==> config.mk <==
export PLATFORM = sky130hd
export DESIGN_NAME = traffic_light_monitor
export DESIGN_NICKNAME = d
export VERILOG_FILES = /design/src/rtl/traffic_light_monitor.sv
export SDC_FILE = /design/constraint.sdc
export NUM_CORES = 1
export LEC_CHECK = 0
export CAP_MARGIN = 0
export CORE_ASPECT_RATIO = 1.1
export CORE_MARGIN = 2
export CORE_UTILIZATION = 30
export DETAILED_ROUTE_END_ITERATION = 6
export SETUP_SLACK_MARGIN = 0.4
export SKIP_CTS_REPAIR_TIMING = 1
export SYNTH_ARGS = -nofsm -noshare
export SYNTH_HDL_FRONTEND = slang
export SYNTH_SLANG_ARGS = --single-unit
==> constraint.sdc <==
create_clock -name i_clk -period 2.6 [get_ports i_clk]
set_input_delay 0.52 -clock i_clk [delete_from_list [all_inputs] [get_ports i_clk]]
set_output_delay 0.52 -clock i_clk [all_outputs]
set_load 0.01 [all_outputs]
==> src/rtl/traffic_light_monitor.sv <==
// Passive checker for the highway/byroad traffic light lamps. It decodes the lamp
// pattern into a phase, enforces phase order, dwell limits and a watchdog, and latches the first fault.
module traffic_light_monitor #(
  parameter int MIN_GREEN  = 8,
  parameter int MIN_YELLOW = 4,
  parameter int MAX_PHASE  = 63
) (
  input  logic       i_clk,
  input  logic       i_rst_n,
  input  logic       i_h_red,
  input  logic       i_h_yellow,
  input  logic       i_h_green,
  input  logic       i_b_red,
  input  logic       i_b_yellow,
  input  logic       i_b_green,
  input  logic       i_fault_clr,
  output logic [1:0] o_phase,
  output logic       o_synced,
  output logic       o_fault,
  output logic [2:0] o_fault_code,
  output logic [7:0] o_cycles
);

  typedef enum logic [1:0] {
    PH_HG = 2'd0,
    PH_HY = 2'd1,
    PH_BG = 2'd2,
    PH_BY = 2'd3
  } phase_e;

  typedef enum logic {
    ST_UNSYNCED = 1'b0,
    ST_SYNCED   = 1'b1
  } state_e;

  typedef enum logic [2:0] {
    FC_NONE       = 3'd0,
    FC_PATTERN    = 3'd1,
    FC_TRANSITION = 3'd2,
    FC_YELLOW     = 3'd3,
    FC_GREEN      = 3'd4,
    FC_WATCHDOG   = 3'd5
  } fault_e;

  localparam logic [7:0] LP_MIN_GREEN  = 8'(MIN_GREEN);
  localparam logic [7:0] LP_MIN_YELLOW = 8'(MIN_YELLOW);
  localparam logic [7:0] LP_MAX_PHASE  = 8'(MAX_PHASE);

  state_e     r_state;
  phase_e     r_phase;
  logic [7:0] r_dwell;
  logic       r_first;
  logic       r_fault;
  fault_e     r_fault_code;
  logic [7:0] r_cycles;

  state_e     w_state_nxt;
  phase_e     w_phase_nxt;
  logic [7:0] w_dwell_nxt;
  logic       w_first_nxt;
  logic       w_fault_nxt;
  fault_e     w_fault_code_nxt;
  logic [7:0] w_cycles_nxt;

  logic [5:0] w_lamps;
  logic       w_valid;
  phase_e     w_dec_phase;
  phase_e     w_succ_phase;
  logic       w_same;
  logic       w_legal;
  logic       w_in_yellow;
  fault_e     w_detect;

  assign w_lamps = {i_h_red, i_h_yellow, i_h_green, i_b_red, i_b_yellow, i_b_green};

  // Exactly two lamps lit, one per road; every other combination is invalid.
  always_comb begin
    w_valid     = 1'b1;
    w_dec_phase = PH_HG;
    case (w_lamps)
      6'b001_100: w_dec_phase = PH_HG;
      6'b010_100: w_dec_phase = PH_HY;
      6'b100_001: w_dec_phase = PH_BG;
      6'b100_010: w_dec_phase = PH_BY;
      default:    w_valid     = 1'b0;
    endcase
  end

  assign w_succ_phase = phase_e'(r_phase + 2'd1);
  assign w_same       = (w_dec_phase == r_phase);
  assign w_legal      = (w_dec_phase == w_succ_phase);
  assign w_in_yellow  = (r_phase == PH_HY) || (r_phase == PH_BY);

  // The if-chain order gives the fault priority; dwell limits are waived for the partial first phase.
  always_comb begin
    w_detect = FC_NONE;
    if (r_state == ST_SYNCED) begin
      if (!w_valid) begin
        w_detect = FC_PATTERN;
      end else if (!w_same) begin
        if (!w_legal) begin
          w_detect = FC_TRANSITION;
        end else if (!r_first && w_in_yellow && (r_dwell < LP_MIN_YELLOW)) begin
          w_detect = FC_YELLOW;
        end else if (!r_first && !w_in_yellow && (r_dwell < LP_MIN_GREEN)) begin
          w_detect = FC_GREEN;
        end
      end else if (r_dwell >= LP_MAX_PHASE) begin
        w_detect = FC_WATCHDOG;
      end
    end
  end

  always_comb begin
    w_state_nxt      = r_state;
    w_phase_nxt      = r_phase;
    w_dwell_nxt      = r_dwell;
    w_first_nxt      = r_first;
    w_fault_nxt      = r_fault;
    w_fault_code_nxt = r_fault_code;
    w_cycles_nxt     = r_cycles;

    case (r_state)
      ST_UNSYNCED: begin
        if (w_valid) begin
          w_state_nxt = ST_SYNCED;
          w_phase_nxt = w_dec_phase;
          w_dwell_nxt = 8'd1;
          w_first_nxt = 1'b1;
        end
      end
      ST_SYNCED: begin
        if (w_detect != FC_NONE) begin
          w_state_nxt = ST_UNSYNCED;
        end else if (w_same) begin
          if (r_dwell != 8'hFF) begin
            w_dwell_nxt = r_dwell + 8'd1;
          end
        end else begin
          w_phase_nxt = w_dec_phase;
          w_dwell_nxt = 8'd1;
          w_first_nxt = 1'b0;
          if (r_phase == PH_BY) begin
            w_cycles_nxt = r_cycles + 8'd1;
          end
        end
      end
      default: w_state_nxt = ST_UNSYNCED;
    endcase

    // A fault found on the clearing edge is recorded rather than lost.
    if (w_detect != FC_NONE) begin
      w_fault_nxt = 1'b1;
      if ((r_fault_code == FC_NONE) || i_fault_clr) begin
        w_fault_code_nxt = w_detect;
      end
    end else if (i_fault_clr) begin
      w_fault_nxt      = 1'b0;
      w_fault_code_nxt = FC_NONE;
    end
  end

  always_ff @(posedge i_clk or negedge i_rst_n) begin
    if (!i_rst_n) begin
      r_state      <= ST_UNSYNCED;
      r_phase      <= PH_HG;
      r_dwell      <= 8'd0;
      r_first      <= 1'b1;
      r_fault      <= 1'b0;
      r_fault_code <= FC_NONE;
      r_cycles     <= 8'd0;
    end else begin
      r_state      <= w_state_nxt;
      r_phase      <= w_phase_nxt;
      r_dwell      <= w_dwell_nxt;
      r_first      <= w_first_nxt;
      r_fault      <= w_fault_nxt;
      r_fault_code <= w_fault_code_nxt;
      r_cycles     <= w_cycles_nxt;
    end
  end

  assign o_phase      = r_phase;
  assign o_synced     = (r_state == ST_SYNCED);
  assign o_fault      = r_fault;
  assign o_fault_code = r_fault_code;
  assign o_cycles     = r_cycles;

endmodule

# Word level (Yosys, flattened, before mapping)
# Index checks and enable logic that the tools add are counted.
# op_classes
n_addsub	3
magnitude_cmp	3
eq_ne	14
mux	30
bitwise	3
n_reduce_logical	16
# op_table
cell	n
8-bit 2-to-1 mux	4
3-bit 2-to-1 mux	10
8-bit by 1-bit adder with 8-bit output, second input constant	2
8-bit case mux with 2 select lines	1
6-bit equality test, second input constant	2
8-bit by 6-bit >= comparator with 1-bit output, second input constant	1
8-bit by 3-bit less-than comparator with 1-bit output, second input constant	1
8-bit by 4-bit less-than comparator with 1-bit output, second input constant	1
1-bit 2-to-1 mux	8
8-bit != test, second input constant	1
6-bit by 4-bit equality test with 1-bit output, second input constant	1
6-bit by 5-bit equality test with 1-bit output, second input constant	1
2-bit 2-to-1 mux	3
2-bit != test, second input constant	3
2-bit case mux with 3 select lines	1
3-bit AND reduction	2
2-bit equality test	2
1-bit logical AND	4
1-bit case mux with 2 select lines	2
2-bit case mux with 2 select lines	1
4-bit AND reduction	1
4-bit OR reduction	1
3-bit zero test	1
3-bit by 2-bit != test with 1-bit output, second input constant	1
other kinds (10)	14
# word_totals
register_bits	24
inputBits	9
out_inout_bits	15
wordCells	76

# Longest topological paths before layout
# depth
word_depth	14
mapped_depth	7
ltp_nobuf	6

# Worst setup path after synthesis
# Ideal clock, no wire load.
# synth_timing
path_kind	input-to-reg
startpoint	input i_b_red
endpoint	register r_dwell[5]
setup_ns	0.126
t_arrival_ns	2.420
required_ns	2.474
slack_ns	0.054
cell_stages	6
n_path_buf	1
path_cell_list	or4b_1 o21a_1 or4_1 a31o_1 buf_6 a221o_1
# synth_between
elab_chain_len	10
# synth_lines
element	line	rtl
from (decl)	13	input logic i_b_red,
6-bit equality test or 6-bit by 5-bit equality test with 1-bit output (tied branches)	80	case (w_lamps)
2-bit case mux with 3 select lines	80	
2-bit equality test	91	assign w_legal = (w_dec_phase == w_succ_phase);
3-bit 2-to-1 mux	101	if (!w_legal) begin
3-bit 2-to-1 mux	100	end else if (!w_same) begin
3-bit 2-to-1 mux	98	if (!w_valid) begin
3-bit 2-to-1 mux	97	if (r_state == ST_SYNCED) begin
3-bit nonzero test	133	if (w_detect != FC_NONE) begin
2-bit != test (no line)	-	
3-bit AND reduction (no line)	-	
to (signal assigned)	175	r_dwell <= w_dwell_nxt;
to (decl)	51	logic [7:0] r_dwell;
# Parallel ways exist; a longest one is shown, timed or not. The select of a mux whose other input is x is not followed.
# A chain may end at the register's enable or synchronous reset.

# Worst setup path in the final report
# layout_timing
startpoint	input i_h_green
endpoint	register r_dwell[5]
# layout_between
elab_chain_len	10
# layout_lines
element	line	rtl
from (decl)	12	input logic i_h_green,
6-bit equality test or 6-bit by 5-bit equality test with 1-bit output (tied branches)	80	
2-bit case mux with 3 select lines	80	
2-bit equality test	91	
3-bit 2-to-1 mux	101	
3-bit 2-to-1 mux	100	
3-bit 2-to-1 mux	98	
3-bit 2-to-1 mux	97	
3-bit nonzero test	133	
2-bit != test (no line)	-	
3-bit AND reduction (no line)	-	
# Parallel ways exist; a longest one is shown, timed or not. The select of a mux whose other input is x is not followed.

==> metrics.csv <==
metric,value,unit
status,completed,
RSZ-0062 raised after global routing,true,
post-synthesis register bit count,24,
gpl congestion,0.813,
IO Port Bufs,23,
pwr dens,461,nW/um2
Wirelength per Cell,14.2,um
grt total ovfl,0,
initial DRC count,29,
Least-Margin Pin Slew,493,ps
Max H-tree Level,1,
yosys warns,0,
largest net degree at the start of global routing,25,
register area share after synthesis,0.444,
Worst path max stage delay,540,ps
met1 wire length,1400,um
Worst EP arrival,2540,ps
post-route ant nets,0,
Mapped Nets,143,
number of flops mapped to enable cells by yosys,0,
most frequent cells in the layout,"buf_4, dfrtp_1, clkdlybuf4s50_1",
Clock Path Buffers,2,
Crit path required time,2760,ps
r2r worst-path depth,6,
"Async S/R FF share, synth",1.00,
clock sinks,24,
max cap viols,0,
worst ir drop on vdd,225,uV
final hold vios,0,
min-delay src,o_cycles[7]$_DFFE_PN0P_,
final setup TNS,0,ps
DP HPWL,2490,um
cell count after synthesis,130,
drt total wl,3440,um
fmax,0.419,GHz
Hold Path Stages,1,
Reg2Reg Capture Point,r_dwell[5]$_DFFE_PN0P_,
crit start category,primary input,
Setup Crit Path Kind,in -> reg,
vias post-DR,1260,
final cycle utilization of the critical path,0.919,
initial antenna violation count,0,
TritonCTS Buffers,3,
number of I/O pins,24,
register area,603,um2
Total Power,0.000955,W
CP endpoint kind,register,
CP Cell Sequence,buf_8 -> or4b_4 -> o21a_1 -> or4_4 -> a31o_4 -> a221o_1,
FP Rows,25,
Pleak,0.948,nW
Tmin final,2390,ps
global-route wire length before repair,5290,um
synthesized area per cell,10.4,um2
Root Buffer,clkbuf_8,
worst r2r src,r_dwell[0]$_DFFE_PN0P_,
max_slew headroom,0.669,
DR DRC count,0,
"critical path fanouts, max",8,
met3 WL,82,um
Die X,68.1,um
ant diodes,0,
Routed met2 length,1910,um
area of the die,5070,um2
area occupied by multi-input gates,812,um2
clk slew on worst S/H paths,90,ps
"Slowest-stage cell, CP",or4b_4,
Die H,74.5,um
Pre-antenna DRT Iters,4,
top layer in use,met4,
"Top FF cell, synth",dfrtp_1,
fill count,404,
TritonCTS clock tree,yes,
Final Skew,3.28,ps
Hold Crit Class,reg -> reg,
FF-to-FF setup slack,400,ps
fin. max-slew vios,0,
Final setup violation count,0,
drt via density,5.19,
core box area,4320,um2
"commonest non-fill, non-tap cell in the layout",buf_4,
Syn Std Cell Area,1360,um2
Overall Global Routing Usage,0.132,
Worst Hold Endpoint,o_cycles[7]$_DFFE_PN0P_,
Area Overhead vs Synth,52.8,%
Yosys cell types,45,
Clock Latency Late Sink,260,ps
Initial Utilization,0.314,
fraction of layout cells with a size suffix above 1,0.349,
nets,203,
vias in the first global route,1235,
==> worst max-delay path by stage <==
stage | startpoint | endpoint
after floorplan | i_h_yellow | r_dwell[5]$_DFFE_PN0P_
after global placement | i_h_yellow | r_dwell[4]$_DFFE_PN0P_
after detailed placement | i_h_yellow | r_dwell[4]$_DFFE_PN0P_
after CTS | i_h_yellow | r_dwell[4]$_DFFE_PN0P_
after global routing | i_b_red | r_dwell[2]$_DFFE_PN0P_
final | i_h_green | r_dwell[5]$_DFFE_PN0P_
==> metal layers <==
| layer | global-route usage | up-vias |
|---|---|---|
| met5 | 0 | - |
| met4 | 0.0333 | 0 |
| met3 | 0.00908 | 4 |
| met2 | 0.262 | 24 |
| met1 | 0.149 | 626 |
| li1 | - | 606 |
==> report_power, final <==
group,switching [W],internal (W),leakage (nW)
Sequential,0.0000316,0.000399,0.320
Combinational,0.0000852,0.000110,0.591
Clock,0.000122,0.000206,0.0357
==> state kept, by name, summed over array words and instances, names as in the netlist <==
register	flops
o_cycles	8
r_dwell	8
o_fault_code	3
o_phase	2
o_fault	1
o_synced	1
r_first	1
==> Yosys cell counts (2+ instances only) <==
master	instances	area, um2
a211o_2	2	20.0
a21oi_1	2	10.0
a221o_1	3	30.0
and3_1	2	12.5
and4bb_1	2	25.0
dfrtp_1	23	576
ha_1	4	50.1
inv_1	7	26.3
mux2i_1	3	30.0
nand2_1	6	22.5
nand2b_1	2	12.5
nand3_1	4	20.0
nand4_1	4	25.0
nor2_1	11	41.3
nor3_1	5	25.0
nor3b_1	4	30.0
o21ai_0	6	30.0
or4_1	3	22.5
xnor2_1	9	78.8
xor2_1	3	26.3
==> cell families after synthesis <==
family,share of synthesized area
mux,0.0305
flops,0.444
simple gates,0.247
xor+xnor,0.0776
buf+inv,0.0277
compound gates,0.136
fa+ha+maj,0.0369
==> stage by stage <==
stage	worst slack [ps]	utilization	hold slack (ps)	instances	area, um2
6_report	212	0.480	487	243	2070
5_1_grt	189	0.480	507	243	2070
4_1_cts	-42.1	0.441	489	234	1910
3_5_place_dp	-316	0.425	472	230	1830
3_3_place_gp	-268	0.425	463	230	1830
2_1_floorplan	205	-	224	130	1370
==> final cells by class <==
| class | count | area share |
|---|---|---|
| Timing Repair Buffer | 56 | 0.237 |
| Inverter | 7 | 0.0127 |
| Clock buffer | 3 | 0.0199 |
| Clock inverter | 1 | 0.0145 |
| Multi-Input combinational cell | 98 | 0.392 |
| Sequential cell | 24 | 0.291 |
| Tap cell | 54 | 0.0326 |
==> worst max-delay path, delay by kind of cell <==
family                 cells  cell delay (ps)
AOI/OAI and AO/OA          3              850
and+or+nand+nor            2             1080
buffers and inverters      1              100
Note: power is estimated with default switching activity, not from simulation.
